`src/rtl/spi_slave_shifter_if.sv`:
```
// rtl/spi_slave_shifter_if.sv - SPI slave shifter strobe, word and status bundle
`timescale 1ns/1ps

interface spi_slave_shifter_if;
    logic       ss_n;
    logic       mosi_in;
    logic       cpha;
    logic       sample_edge;
    logic       transmit_edge;
    logic [7:0] tx_data;
    logic       tx_valid;
    logic       tx_ready;
    logic       tx_underrun;
    logic [7:0] rx_data;
    logic       rx_valid;
    logic       rx_ready;
    logic       rx_overrun;
    logic       miso_out;
    logic       miso_oe;
    logic       busy;

    modport master (
        output ss_n, mosi_in, cpha, sample_edge, transmit_edge,
        output tx_data, tx_valid, rx_ready,
        input  tx_ready, tx_underrun, rx_data, rx_valid, rx_overrun,
        input  miso_out, miso_oe, busy
    );

    modport slave (
        input  ss_n, mosi_in, cpha, sample_edge, transmit_edge,
        input  tx_data, tx_valid, rx_ready,
        output tx_ready, tx_underrun, rx_data, rx_valid, rx_overrun,
        output miso_out, miso_oe, busy
    );
endinterface

```
`src/rtl/spi_slave_shifter.sv`:
```
// rtl/spi_slave_shifter.sv - SPI slave byte shifter with tx/rx word handshakes
`timescale 1ns/1ps

module spi_slave_shifter #(
    parameter bit LSB_FIRST = 1'b0
) (
    input  logic                  pclk,
    input  logic                  presetn,
    spi_slave_shifter_if.slave    bus
);

    typedef enum logic [1:0] {
        ST_IDLE  = 2'd0,
        ST_LOAD  = 2'd1,
        ST_SHIFT = 2'd2
    } state_t;

    state_t     r_state;
    logic [7:0] r_tx_shift;
    logic [7:0] r_rx_shift;
    logic [2:0] r_rx_cnt;
    logic       r_first_tx;
    logic       r_reload;
    logic       r_miso_out;
    logic       r_miso_oe;
    logic       r_busy;
    logic       r_tx_ready;
    logic       r_tx_underrun;
    logic [7:0] r_rx_data;
    logic       r_rx_valid;
    logic       r_rx_overrun;

    logic       w_selected;
    logic       w_sample;
    logic       w_transmit;
    logic       w_last_bit;
    logic       w_rx_done;
    logic       w_do_load;
    logic [7:0] w_rx_word;
    logic [7:0] w_tx_next;
    logic [7:0] w_load_word;

    // Bit that leaves the shifter first for the configured bit order
    function automatic logic f_out_bit(input logic [7:0] word);
        return LSB_FIRST ? word[0] : word[7];
    endfunction

    // sample_edge has priority when both strobes collide
    assign w_selected  = ~bus.ss_n;
    assign w_sample    = bus.sample_edge;
    assign w_transmit  = bus.transmit_edge & ~bus.sample_edge;
    assign w_last_bit  = (r_rx_cnt == 3'd7);
    assign w_rx_done   = (r_state == ST_SHIFT) & w_selected & w_sample & w_last_bit;

    assign w_rx_word   = LSB_FIRST ? {bus.mosi_in, r_rx_shift[7:1]}
                                   : {r_rx_shift[6:0], bus.mosi_in};
    assign w_tx_next   = LSB_FIRST ? {1'b0, r_tx_shift[7:1]}
                                   : {r_tx_shift[6:0], 1'b0};
    assign w_load_word = bus.tx_valid ? bus.tx_data : 8'h00;

    // Word load points: the LOAD state, CPHA=1 frame completion, and the
    // first transmit_edge after completion when CPHA=0
    assign w_do_load = ((r_state == ST_LOAD) & w_selected)
                     | (w_rx_done & bus.cpha)
                     | ((r_state == ST_SHIFT) & w_selected & ~w_sample & w_transmit & r_reload);

    // Frame FSM and shift datapath; word loads override the state actions
    always_ff @(posedge pclk or negedge presetn) begin
        if (!presetn) begin
            r_state       <= ST_IDLE;
            r_tx_shift    <= 8'h00;
            r_rx_shift    <= 8'h00;
            r_rx_cnt      <= 3'd0;
            r_first_tx    <= 1'b0;
            r_reload      <= 1'b0;
            r_miso_out    <= 1'b0;
            r_miso_oe     <= 1'b0;
            r_busy        <= 1'b0;
            r_tx_ready    <= 1'b0;
            r_tx_underrun <= 1'b0;
        end else begin
            r_tx_ready    <= 1'b0;
            r_tx_underrun <= 1'b0;
            case (r_state)
                ST_IDLE: begin
                    r_rx_cnt   <= 3'd0;
                    r_rx_shift <= 8'h00;
                    r_first_tx <= 1'b0;
                    r_reload   <= 1'b0;
                    r_miso_out <= 1'b0;
                    r_miso_oe  <= 1'b0;
                    r_busy     <= 1'b0;
                    if (w_selected) begin
                        r_state <= ST_LOAD;
                        r_busy  <= 1'b1;
                    end
                end
                ST_LOAD: begin
                    if (!w_selected) begin
                        r_state <= ST_IDLE;
                        r_busy  <= 1'b0;
                    end else begin
                        r_state    <= ST_SHIFT;
                        r_first_tx <= 1'b1;
                        r_reload   <= 1'b0;
                        r_miso_oe  <= 1'b1;
                    end
                end
                ST_SHIFT: begin
                    if (!w_selected) begin
                        r_state    <= ST_IDLE;
                        r_busy     <= 1'b0;
                        r_miso_oe  <= 1'b0;
                        r_miso_out <= 1'b0;
                        r_rx_cnt   <= 3'd0;
                        r_reload   <= 1'b0;
                    end else if (w_sample) begin
                        r_rx_shift <= w_rx_word;
                        r_rx_cnt   <= r_rx_cnt + 3'd1;
                        if (w_last_bit) begin
                            if (bus.cpha) begin
                                r_first_tx <= 1'b1;
                            end else begin
                                r_reload <= 1'b1;
                            end
                        end
                    end else if (w_transmit) begin
                        if (r_reload) begin
                            r_reload <= 1'b0;
                        end else if (bus.cpha && r_first_tx) begin
                            r_first_tx <= 1'b0;
                        end else begin
                            r_tx_shift <= w_tx_next;
                            r_miso_out <= f_out_bit(w_tx_next);
                        end
                    end
                end
                default: begin
                    r_state <= ST_IDLE;
                end
            endcase

            if (w_do_load) begin
                r_tx_shift    <= w_load_word;
                r_miso_out    <= f_out_bit(w_load_word);
                r_tx_ready    <= bus.tx_valid;
                r_tx_underrun <= ~bus.tx_valid;
            end
        end
    end

    // Receive word handshake: capture on completion, clear on consume, flag overwrite
    always_ff @(posedge pclk or negedge presetn) begin
        if (!presetn) begin
            r_rx_data    <= 8'h00;
            r_rx_valid   <= 1'b0;
            r_rx_overrun <= 1'b0;
        end else begin
            r_rx_overrun <= 1'b0;
            if (w_rx_done) begin
                r_rx_data    <= w_rx_word;
                r_rx_valid   <= 1'b1;
                r_rx_overrun <= r_rx_valid & ~bus.rx_ready;
            end else if (r_rx_valid && bus.rx_ready) begin
                r_rx_valid <= 1'b0;
            end
        end
    end

    assign bus.tx_ready    = r_tx_ready;
    assign bus.tx_underrun = r_tx_underrun;
    assign bus.rx_data     = r_rx_data;
    assign bus.rx_valid    = r_rx_valid;
    assign bus.rx_overrun  = r_rx_overrun;
    assign bus.miso_out    = r_miso_out;
    assign bus.miso_oe     = r_miso_oe;
    assign bus.busy        = r_busy;

endmodule

```
`src/flat_wrapper.sv`:
```
// flat-port wrapper written by rule: the top's interface ports become plain ports
module spi_slave_shifter_flat 
#(
    parameter bit LSB_FIRST = 1'b0
)
  (pclk, presetn, bus_ss_n, bus_mosi_in, bus_cpha, bus_sample_edge, bus_transmit_edge, bus_tx_data, bus_tx_valid, bus_rx_ready, bus_tx_ready, bus_tx_underrun, bus_rx_data, bus_rx_valid, bus_rx_overrun, bus_miso_out, bus_miso_oe, bus_busy);
  spi_slave_shifter_if bus_i ();
  input  logic pclk;
  input  logic presetn;
  input wire logic [$bits(bus_i.ss_n)-1:0] bus_ss_n;
  input wire logic [$bits(bus_i.mosi_in)-1:0] bus_mosi_in;
  input wire logic [$bits(bus_i.cpha)-1:0] bus_cpha;
  input wire logic [$bits(bus_i.sample_edge)-1:0] bus_sample_edge;
  input wire logic [$bits(bus_i.transmit_edge)-1:0] bus_transmit_edge;
  input wire logic [$bits(bus_i.tx_data)-1:0] bus_tx_data;
  input wire logic [$bits(bus_i.tx_valid)-1:0] bus_tx_valid;
  input wire logic [$bits(bus_i.rx_ready)-1:0] bus_rx_ready;
  output wire logic [$bits(bus_i.tx_ready)-1:0] bus_tx_ready;
  output wire logic [$bits(bus_i.tx_underrun)-1:0] bus_tx_underrun;
  output wire logic [$bits(bus_i.rx_data)-1:0] bus_rx_data;
  output wire logic [$bits(bus_i.rx_valid)-1:0] bus_rx_valid;
  output wire logic [$bits(bus_i.rx_overrun)-1:0] bus_rx_overrun;
  output wire logic [$bits(bus_i.miso_out)-1:0] bus_miso_out;
  output wire logic [$bits(bus_i.miso_oe)-1:0] bus_miso_oe;
  output wire logic [$bits(bus_i.busy)-1:0] bus_busy;
  assign bus_i.ss_n = bus_ss_n;
  assign bus_i.mosi_in = bus_mosi_in;
  assign bus_i.cpha = bus_cpha;
  assign bus_i.sample_edge = bus_sample_edge;
  assign bus_i.transmit_edge = bus_transmit_edge;
  assign bus_i.tx_data = bus_tx_data;
  assign bus_i.tx_valid = bus_tx_valid;
  assign bus_i.rx_ready = bus_rx_ready;
  assign bus_tx_ready = bus_i.tx_ready;
  assign bus_tx_underrun = bus_i.tx_underrun;
  assign bus_rx_data = bus_i.rx_data;
  assign bus_rx_valid = bus_i.rx_valid;
  assign bus_rx_overrun = bus_i.rx_overrun;
  assign bus_miso_out = bus_i.miso_out;
  assign bus_miso_oe = bus_i.miso_oe;
  assign bus_busy = bus_i.busy;
  spi_slave_shifter #(.LSB_FIRST(LSB_FIRST)) u_core (.pclk(pclk), .presetn(presetn), .bus(bus_i));
endmodule
```
`config.mk`:
```
export PLATFORM = sky130hd
export DESIGN_NAME = spi_slave_shifter_flat
export DESIGN_NICKNAME = d
export VERILOG_FILES = /design/src/rtl/spi_slave_shifter_if.sv /design/src/rtl/spi_slave_shifter.sv /design/src/flat_wrapper.sv
export SDC_FILE = /design/constraint.sdc
export NUM_CORES = 1
export LEC_CHECK = 0
export ABC_AREA = 0
export BUFFER_PORTS_ARGS = -buffer_cell sky130_fd_sc_hd__buf_4
export CORE_ASPECT_RATIO = 0.9
export CORE_MARGIN = 2
export CORE_UTILIZATION = 54
export CTS_CLUSTER_DIAMETER = 150
export DETAILED_ROUTE_END_ITERATION = 8
export GPL_TIMING_DRIVEN = 1
export MAX_ROUTING_LAYER = met4
export PLACE_DENSITY = 0.87
export SLEW_MARGIN = 25
export SYNTH_ARGS = -nofsm -noshare
export SYNTH_HDL_FRONTEND = slang
export SYNTH_SLANG_ARGS = --single-unit
```
`constraint.sdc`:
```
create_clock -name pclk -period 2.1 [get_ports pclk]
set_input_delay 0.105 -clock pclk [delete_from_list [all_inputs] [get_ports pclk]]
set_output_delay 0.105 -clock pclk [all_outputs]
set_load 0.01 [all_outputs]
```
==> results.txt <==
The run finished with clean final reports. The clock network latency to the later pin of the worst-skew pair came out at 0.33 ns. The tools report the type of destination of the critical path as a flop. From left edge to right edge, the die measures 64.29 um. Summing all flip-flop and latch instances after layout gives 900.9 um^2. The largest single stage delay on the critical path is 0.44 ns.

TritonCTS built the clock tree. Timing would allow up to 0.5310 GHz. The post-route fraction of the period consumed by the critical path was 89.68%; the worst max-slew margin expressed relative to the limit was 71.02%. The path with the worst hold slack has its endpoint at u_core.r_tx_shift[2].

The total power density per cell area is 1031 mW/mm^2. The critical path class is flop to flop. The total number of nets in the final design was 235; the total die area was 0.003746 mm^2. Final total power: 2.210 mW. The mapped netlist covers 0.001767 mm^2.

The effective utilization at floorplan is 57.17%, and the count of endpoints failing setup in the final report is 0. The logs give 0.04851 ns for the worst hold slack and 36 for the count of distinct cell types in the synthesized netlist. Share of synthesized flip-flops with an asynchronous set or reset: 100.0%.

Half-perimeter wire length of the detailed placement result: 2331 um. The number of synthesized flops with an enable pin is 0. Aggregate global-route resource usage: 19.19%. For the worst flop-to-flop path, the logic depth is 6. The tools report the wire length of the first global-routing pass as 5285 um. In the synthesized netlist the dominant register cell turns out to be dfrtp_1. IR analysis of the VDD net gives a maximum drop of 790.4 uV. The clock transition time at the flip-flop clock pins of the worst setup and hold paths came out at 0.11 ns. For the total negative slack, the log shows 0 ns. The transition time at the pin with the least slew margin was 0.4347 ns. The count of final hold-check violations is 0, and the number of top-level design ports is 32. Least setup slack across all paths after layout: 0.2168 ns. The time the final worst path needs with I/O delays and setup was 1.883 ns. The core outline area was 0.003090 mm^2.

The worst hold path begins at bus_tx_data[2]. The switching share of power was 34.77%. The per-instance average area after synthesis is 10.21 um^2. For the reg2reg setup slack, the log shows 0.22 ns. Clock tree synthesis found a total of 36 sinks.

Along the worst path, the maximum fanout reaches 10. The filler cells instantiated in the layout total 254. The number of antenna-violating nets in the routed design was 0. The routed layout has 1385 vias. The number of global-route vias before repair is 1218. Port buffering added 31 buffers. In this run the critical register-to-register path is launched from u_core.r_state[0]. The multi-input combinational cells in the finished layout cover a total of 789.5 um^2. The run gives 0 as the warning count from the yosys run. Summed over all layers, the global routing overflow is 0. The floorplan step set the die height to 58.27 um.

The tools report the reg-to-reg endpoint as u_core.bus.rx_data[6]. Cell class contributing the biggest share of worst-path delay: simple AND/OR/NAND/NOR gates. The routed length per instance came out at 12.62 um.

The internal power consumption came out at 1.441 mW. Buffers added to address setup during post-CTS repair amount to 0. The final weighted congestion in routability-driven placement is 0.8880, and the critical path required time is 2.32 ns. Setup repair after global routing left no endpoint under its margin.

After detailed routing, the total wire length is 3219 um. The classification of the worst-slack hold path is input port to flop. Counting flops and latches in the post-synthesis netlist gives 36. In this run the clock root is driven by a clkbuf_4. Summed over all cells, the static leakage comes to 1.119 nW. The antenna diode count is 0, and the maximum number of buffers from clock root to sink is 2. The sequential share of power was 41.8%. Entering global routing, the biggest net connects 37 pins. The number of clock buffers added by TritonCTS is 5. The clock share of power came out at 21.1%. The floorplan has 19 rows.

Dividing the detail-routed via count by the number of cells gives 5.431. Across the routed clock network, the largest skew measured is 0.01135 ns. The maximum level of the CTS H-tree was 2; the data arrival time of the worst path was 2.10 ns. For this design the total switching power over the nets is 0.7682 mW. The number of buffers and inverters on the critical path works out to 1. The logs give 0 for the DRC violations left and 4 for the number of iterations in the first detailed-routing pass. The worst hold path was traced through 3 stages.

Combinational cells account for 37.1% of the total power. The number of antenna violations at the first check in global routing was 0; the number of slew-limit violations in the final report was 0. The number of DRC markers in iteration 0 is 57, and the net count of the mapped netlist is 196. Startpoint class of the critical path: a flop. For this design, the slowest cell found on the critical path is dfrtp_1. The tool flagged a number of max-cap violations equal to 0. Sequential cells were found to cover 50.99% of the synthesized design area. Prior to clock tree synthesis, the placed netlist has a worst setup slack of 0.2181 ns. From synthesis to final layout, the design area changed by 21.32%. Cells with a size suffix above 1 make up 26.29% of the layout. The total of cells resized after clock tree synthesis was 0.

Counting every instance in the synthesized netlist gives 173. The signal on the critical path passes through inv_1 -> ha_1 -> nor2b_4 -> and2_1 -> nand2_2 -> mux2_2.
state kept, by name, summed over array words and instances, names as in the netlist, 2 cells and up:
signal              cells
u_core.r_rx_cnt         3
u_core.r_rx_shift       7
u_core.bus.rx_data      8
u_core.r_tx_shift       7
u_core.r_state          2
final cells by class:
cell class | count | share of cell area (%)
clock buffers | 6 | 1.926
inverters | 7 | 1.226
multi-input cells | 124 | 36.84
repair buffers | 38 | 13.89
flip-flops and latches | 36 | 42.03
well taps | 42 | 2.452
clock inverters | 2 | 1.635
cell families after synthesis:
family / synth area share [%]
AOI/OAI and AO/OA: 14.52
adders and majority gates: 4.249
buffers and inverters: 4.320
muxes: 6.799
and+or+nand+nor: 18.63
DFF: 50.99
xor gates and xnor gates: 0.4958
worst max-delay path by stage:
stage	startpoint	endpoint	slack, ns	cells after the start
2_1_floorplan	u_core.r_rx_cnt[0]	u_core.r_tx_shift[0]	0.33	6
3_3_place_gp	u_core.r_state[0]	u_core.bus.rx_data[0]	0.23	6
3_5_place_dp	u_core.r_rx_cnt[0]	u_core.r_tx_shift[0]	0.22	6
4_1_cts	u_core.r_state[0]	u_core.bus.rx_data[3]	0.21	6
5_1_grt	u_core.r_state[0]	u_core.bus.rx_data[6]	0.09	6
6_report	u_core.r_state[0]	u_core.bus.rx_data[6]	0.22	6
through the flow:
step	util, %	cell area [um^2]	std cells
final	69.35	2143	255
after global routing	69.35	2143	255
after CTS	69.03	2133	254
after detailed placement	65.26	2017	242
after global placement	65.26	2017	242
after floorplan	-	1767	173
synth_stat cells, types with 2 or more instances:
master,instances,area share [%]
inv_1,7,1.5
nand2b_1,3,1.1
a31oi_1,9,3.2
nor3_1,2,0.57
dfrtp_1,36,51
mux2_2,8,5.1
nor2_1,13,2.8
nand3_1,14,4.0
ha_1,6,4.2
mux2i_1,3,1.7
a22o_2,2,1.1
o21ai_0,8,2.3
a21oi_1,6,1.7
buf_6,3,1.9
o22ai_1,2,0.71
nand2_1,31,6.6
per-layer routing:
layer	track usage (%)	share of wire, %
met4	6.383	0.19
met1	23.04	47
met5	-	0
met2	31.25	48
met3	5.825	4.2
cells in the final DEF, fill, tap and decap left out, types with 2 or more instances in the layout:
cell,count
a22o_2,2
buf_4,33
nand2b_1,3
nand3_1,14
nor2_1,13
a21oi_1,6
clkbuf_4,5
dfrtp_1,36
o21ai_0,8
mux2_2,8
dlygate4sd3_1,5
nand2_1,31
inv_1,7
nor3_1,2
mux2i_1,3
ha_1,6
o22ai_1,2
a31oi_1,9
power groups by stage:
stage	logic (mW)	clock network, mW	registers [mW]
finish	0.820	0.467	0.923
global placement	0.789	0	0.932
detailed placement	0.815	0	0.932
CTS	0.823	0.482	0.922
floorplan	0.608	0	0.927
global route	0.917	0.518	0.941
worst reg2reg max path, cell delays in order (launching register included):
cell and delay, ns:
dfrtp_1 0.44, inv_1 0.10, ha_1 0.31, nor2b_4 0.27, and2_1 0.18, nand2_2 0.16, mux2_2 0.31
what timing repair did:
action / in CTS / in global routing
endpoints found under the setup margin: 0 / 0
hold endpoints to repair: 39 / 1
hold buffers: 4 / 1
Note: power is estimated with default switching activity, not from simulation.
